==> src/rtl/receptor_uart.sv <==
// UART receiver: 8 data bits LSB first, one parity bit, one stop bit.
// Outputs the character, an error flag and a completion strobe one clock later.
module receptor_uart #(
  parameter int CLK_HZ        = 50000000,
  parameter int BAUD          = 9600,
  parameter int PARIDAD_IMPAR = 0
) (
  input  logic       clk,
  input  logic       rst,
  input  logic       rx,
  output logic [7:0] dato,
  output logic       hecho,
  output logic       ERRrx,
  output logic       ocupado
);

  localparam int CICLOS_BIT = CLK_HZ / BAUD;
  localparam int CW = (CICLOS_BIT > 1) ? $clog2(CICLOS_BIT) : 1;
  localparam logic [CW-1:0] ULT   = CW'(CICLOS_BIT - 1);
  localparam logic [CW-1:0] MEDIO = CW'(CICLOS_BIT / 2 - 1);
  localparam logic IMPAR = (PARIDAD_IMPAR != 0);

  typedef enum logic [2:0] {
    REPOSO,
    INICIO,
    DATOS,
    PARIDAD,
    PARADA,
    ENTREGA,
    ESPERA_ALTO
  } estado_t;

  estado_t       estado;
  logic [CW-1:0] cnt;
  logic [2:0]    idx;
  logic [7:0]    shreg;
  logic          err_par;
  logic          err_trama;
  logic          rx_m;
  logic          rx_s;
  logic          rx_p;
  logic          bajada;

  assign bajada = rx_p & ~rx_s;

  // Two-flop synchronizer plus a delayed copy for falling-edge detection
  always_ff @(posedge clk or posedge rst) begin
    if (rst) begin
      rx_m <= 1'b1;
      rx_s <= 1'b1;
      rx_p <= 1'b1;
    end else begin
      rx_m <= rx;
      rx_s <= rx_m;
      rx_p <= rx_s;
    end
  end

  // Frame FSM: mid-bit sampling, result registration and strobe
  always_ff @(posedge clk or posedge rst) begin
    if (rst) begin
      estado    <= REPOSO;
      cnt       <= '0;
      idx       <= '0;
      shreg     <= '0;
      err_par   <= 1'b0;
      err_trama <= 1'b0;
      dato      <= 8'h00;
      hecho     <= 1'b0;
      ERRrx     <= 1'b0;
      ocupado   <= 1'b0;
    end else begin
      hecho <= 1'b0;
      case (estado)
        REPOSO: begin
          if (bajada) begin
            estado  <= INICIO;
            cnt     <= '0;
            ocupado <= 1'b1;
          end
        end
        INICIO: begin
          if (cnt == MEDIO) begin
            cnt <= '0;
            if (rx_s) begin
              estado  <= REPOSO;
              ocupado <= 1'b0;
            end else begin
              estado <= DATOS;
              idx    <= '0;
            end
          end else begin
            cnt <= cnt + CW'(1);
          end
        end
        DATOS: begin
          if (cnt == ULT) begin
            cnt        <= '0;
            shreg[idx] <= rx_s;
            if (idx == 3'd7) begin
              estado <= PARIDAD;
            end else begin
              idx <= idx + 3'd1;
            end
          end else begin
            cnt <= cnt + CW'(1);
          end
        end
        PARIDAD: begin
          if (cnt == ULT) begin
            cnt     <= '0;
            err_par <= ((^shreg) ^ rx_s) != IMPAR;
            estado  <= PARADA;
          end else begin
            cnt <= cnt + CW'(1);
          end
        end
        PARADA: begin
          if (cnt == ULT) begin
            cnt       <= '0;
            err_trama <= ~rx_s;
            dato      <= shreg;
            ERRrx     <= err_par | ~rx_s;
            estado    <= ENTREGA;
          end else begin
            cnt <= cnt + CW'(1);
          end
        end
        ENTREGA: begin
          hecho <= 1'b1;
          if (err_trama) begin
            estado <= ESPERA_ALTO;
          end else begin
            estado  <= REPOSO;
            ocupado <= 1'b0;
          end
        end
        ESPERA_ALTO: begin
          if (rx_s) begin
            estado  <= REPOSO;
            ocupado <= 1'b0;
          end
        end
        default: begin
          estado  <= REPOSO;
          ocupado <= 1'b0;
        end
      endcase
    end
  end

endmodule
==> config.mk <==
export PLATFORM = sky130hd
export DESIGN_NAME = receptor_uart
export DESIGN_NICKNAME = d
export VERILOG_FILES = /design/src/rtl/receptor_uart.sv
export SDC_FILE = /design/constraint.sdc
export NUM_CORES = 1
export LEC_CHECK = 0
export CORE_UTILIZATION = 25
export CTS_BUF_LIST = sky130_fd_sc_hd__clkbuf_8
export DETAILED_ROUTE_END_ITERATION = 6
export GPL_TIMING_DRIVEN = 1
export PLACE_DENSITY_LB_ADDON = 0.05
export SKIP_LAST_GASP = 1
export SLEW_MARGIN = 25
export SYNTH_ARGS = -nofsm -noshare
export SYNTH_HDL_FRONTEND = slang
export SYNTH_SLANG_ARGS = --single-unit
==> constraint.sdc <==
create_clock -name clk -period 3.05 [get_ports clk]
set_input_delay 0.61 -clock clk [delete_from_list [all_inputs] [get_ports clk]]
set_output_delay 0.61 -clock clk [all_outputs]
set_load 0.005 [all_outputs]
==> results_dict.tcl <==
set metrics [dict create \
    worst_slew_pin_slew_ns 0.583 \
    p_leak_uw 0.00108 \
    grt_pass1_vias 1619 \
    gp_congestion 0.701 \
    crit_chain "or4b_4, nor4_4, nand2_2, nor4b_2, mux2_1" \
    final.min_clock_period_ns 2.36 \
    instances_no_fill 340 \
    ys_ff_latch 43 \
    drt_pass1_iterations 4 \
    die_height_um 96.5 \
    grt_pass1_wl_um 8550 \
    drive_gt1_frac 0.168 \
    clk_pin_slew_worst_paths_ns 0.09 \
    register_area_um2 1080 \
    cp-start-kind "flip-flop" \
    grt_use_total 0.123 \
    dr_total_vias 1637 \
    power_frac_seq 0.570 \
    slew_headroom 0.611 \
    grt_max_degree 44 \
    cp.required_ns 3.23 \
    final_antenna_net_count 0 \
    grt-ovfl-total 0 \
    fin_crit_sh 0.774 \
    hold_class "reg -> reg" \
    yosysWarnings 0 \
    fill_cells 937 \
    synth_top_area_frac 0.449 \
    synth_nets 224 \
    clkPwrFrac 0.300 \
    syn_area_um2 2230 \
    max_freq_mhz 423 \
    critPathCaptureType "flip-flop" \
    p_int_uw 847 \
    r2r_slack_ns 0.69 \
    post_synth_most_frequent_cells "dfrtp_1 (40), nand2_1 (25), o21ai_0 (19)" \
    vias_per_cell 4.81 \
    r2r-start "cnt[7]$_DFFE_PP0P_" \
    route.final.wire_length_um 4990 \
    critPathBufInv 0 \
    final-max-slew-violation-count 0 \
    syn_inst 218 \
    slowest_stage "or4b_4" \
    p_sw_uw 347 \
    insertion_delay_ns 0.30 \
    cts_resized 0 \
    synth_area_per_cell_um2 10.2 \
    cp.depth 5 \
    synth_seq_area_share 0.484 \
    nets 237 \
    power_density_nw_per_um2 466 \
    whs_ns 0.359 \
    num_io_pins 14 \
    synth-async-reset-ratio 1.00 \
    synth_edf_count 0 \
    yosysUniqueCellTypes 48 \
    outcome "completed" \
    root_buffer "clkbuf_8" \
    critPathCapture "shreg[4]$_DFFE_PP0P_" \
    ir_drop_mv 0.217 \
    fp-row-count 34 \
    crit_arrival_ns 2.54 \
    fin_tns_setup_ns 0 \
    ctsHoldBuffers 0 \
    skew_ns 0.00978 \
    post-synth-top-count-cell "dfrtp_1" \
    cts_made_buffers 5 \
    max-cap-violations 0 \
    drc_errors 0 \
    share_comb_of_total_power 0.130 \
    max_stage_delay_ns 0.58 \
    synth_top_cell_by_area "dfrtp_1" \
    synthFlopType "dfrtp_1" \
    wl_per_cell_um 14.7 \
    die_x_um 96.5 \
    dieArea_um2 9310 \
    rr_endpoint "shreg[4]$_DFFE_PP0P_" \
    diodes 0 \
    post_cts_buffers 0 \
    core_um2 8680 \
    port_buffers 13 \
    antenna_found_initial 0 \
    p_sw_frac 0.291 \
    finalHoldViolCount 0 \
    cp_max_fo 9 \
    rsz0062_at_grt "no" \
    critPathLaunch "cnt[7]$_DFFE_PP0P_" \
    h-tree-depth 2 \
    cts_tree "done" \
    clock-sinks 43 \
    numPlacedInstances 332 \
    place_hpwl_um 3350 \
    start_util 0.257 \
    synth.area.top_cells "dfrtp_1 (45%), mux2_2 (7.6%), o21ai_0 (4.3%)" \
    reg2reg_depth 5 \
    drt-initial-drc-count 101 \
    crit_type "reg -> reg" \
    area_growth_pct 15.0 \
    path_delay_family "simple AND/OR/NAND/NOR gates" \
    multiInputGateArea_um2 1090 \
    cts_buffer_depth 2 \
    setup-violations-final 0 \
]
## per-stage QoR
step           area, um^2  total power, uW  setup WS [ns]   util
4_1_cts              2560             1220          0.684  0.296
6_report             2560             1190          0.688  0.296
3_5_place_dp         2480              847          0.678  0.286
5_1_grt              2560             1280          0.493  0.296
2_1_floorplan        2230              798          0.892      -
3_3_place_gp         2480              852          0.748  0.286
## flip-flops by register name (all words and copies together) (netlist names), 3 cells and up
signal  count
idx         3
shreg       8
cnt        13
estado      3
dato        8
## worst register-to-register path: stages, from the launching register on
cell     delay (ns)
dfrtp_1        0.46
or4b_4         0.58
nor4_4         0.35
nand2_2        0.20
nor4b_2        0.30
mux2_1         0.35
## cell type report
| cell class | instances | area share |
|---|---|---|
| clock buffer | 5 | 0.0268 |
| clock inverter | 3 | 0.00634 |
| inverter | 6 | 0.00878 |
| multi-input combinational | 159 | 0.425 |
| sequential | 43 | 0.421 |
| tap | 108 | 0.0527 |
| timing repair buffer | 16 | 0.0595 |
## routing by layer
layer  GRT usage  up-vias  routed length, um
met5           0        -                  0
met4      0.0368        0                 51
met1       0.183      797               2690
li1            -      812                  -
met2       0.175       24               2110
met3      0.0258        4                132
## worst min path at each step
| stage | start | endpoint | slack (ns) | cells after the start |
|---|---|---|---|---|
| 6_report | rx_m$_DFF_PP1_ | rx_s$_DFF_PP1_ | 0.36 | 0 |
| 5_1_grt | rx_m$_DFF_PP1_ | rx_s$_DFF_PP1_ | 0.37 | 0 |
| 4_1_cts | rx_m$_DFF_PP1_ | rx_s$_DFF_PP1_ | 0.36 | 0 |
| 3_5_place_dp | rx_m$_DFF_PP1_ | rx_s$_DFF_PP1_ | 0.35 | 0 |
| 3_3_place_gp | rx_m$_DFF_PP1_ | rx_s$_DFF_PP1_ | 0.35 | 0 |
| 2_1_floorplan | rx_m$_DFF_PP1_ | rx_s$_DFF_PP1_ | 0.35 | 0 |
## power by group through the flow
stage	sequential, uW	combinational (uW)	clock [uW]
2_1_floorplan	669	130	0
3_3_place_gp	691	161	0
3_5_place_dp	691	155	0
4_1_cts	681	157	381
5_1_grt	692	181	405
6_report	681	155	358
## placed cells by master (no fill, tap or decap), types with 3 or more instances in the layout
master,n
a21oi_1,3
a22o_1,7
buf_4,3
clkbuf_8,5
clkdlybuf4s50_1,13
dfrtp_1,40
dfstp_2,3
ha_1,3
inv_1,6
mux2_2,15
nand2_1,25
nand3_1,12
nand4b_1,3
nor2_1,11
nor2b_1,3
nor3_1,8
nor4_1,3
o21ai_0,19
o311ai_0,3
o31ai_1,3
or2_2,3
xnor2_1,7
## cells by family (layout without fill, tap and decap cells)
| kind of cell | after synthesis | after routing | share of synthesized area |
|---|---|---|---|
| xor gates and xnor gates | 8 | 8 | 0.0314 |
| AOI/OAI and AO/OA | 46 | 46 | 0.138 |
| buffers and inverters | 16 | 30 | 0.0275 |
| DFF | 43 | 43 | 0.484 |
| adders and majority gates | 3 | 3 | 0.0168 |
| muxes | 17 | 17 | 0.0852 |
| and+or+nand+nor | 85 | 85 | 0.217 |
Power figures use the tool's default switching activity.
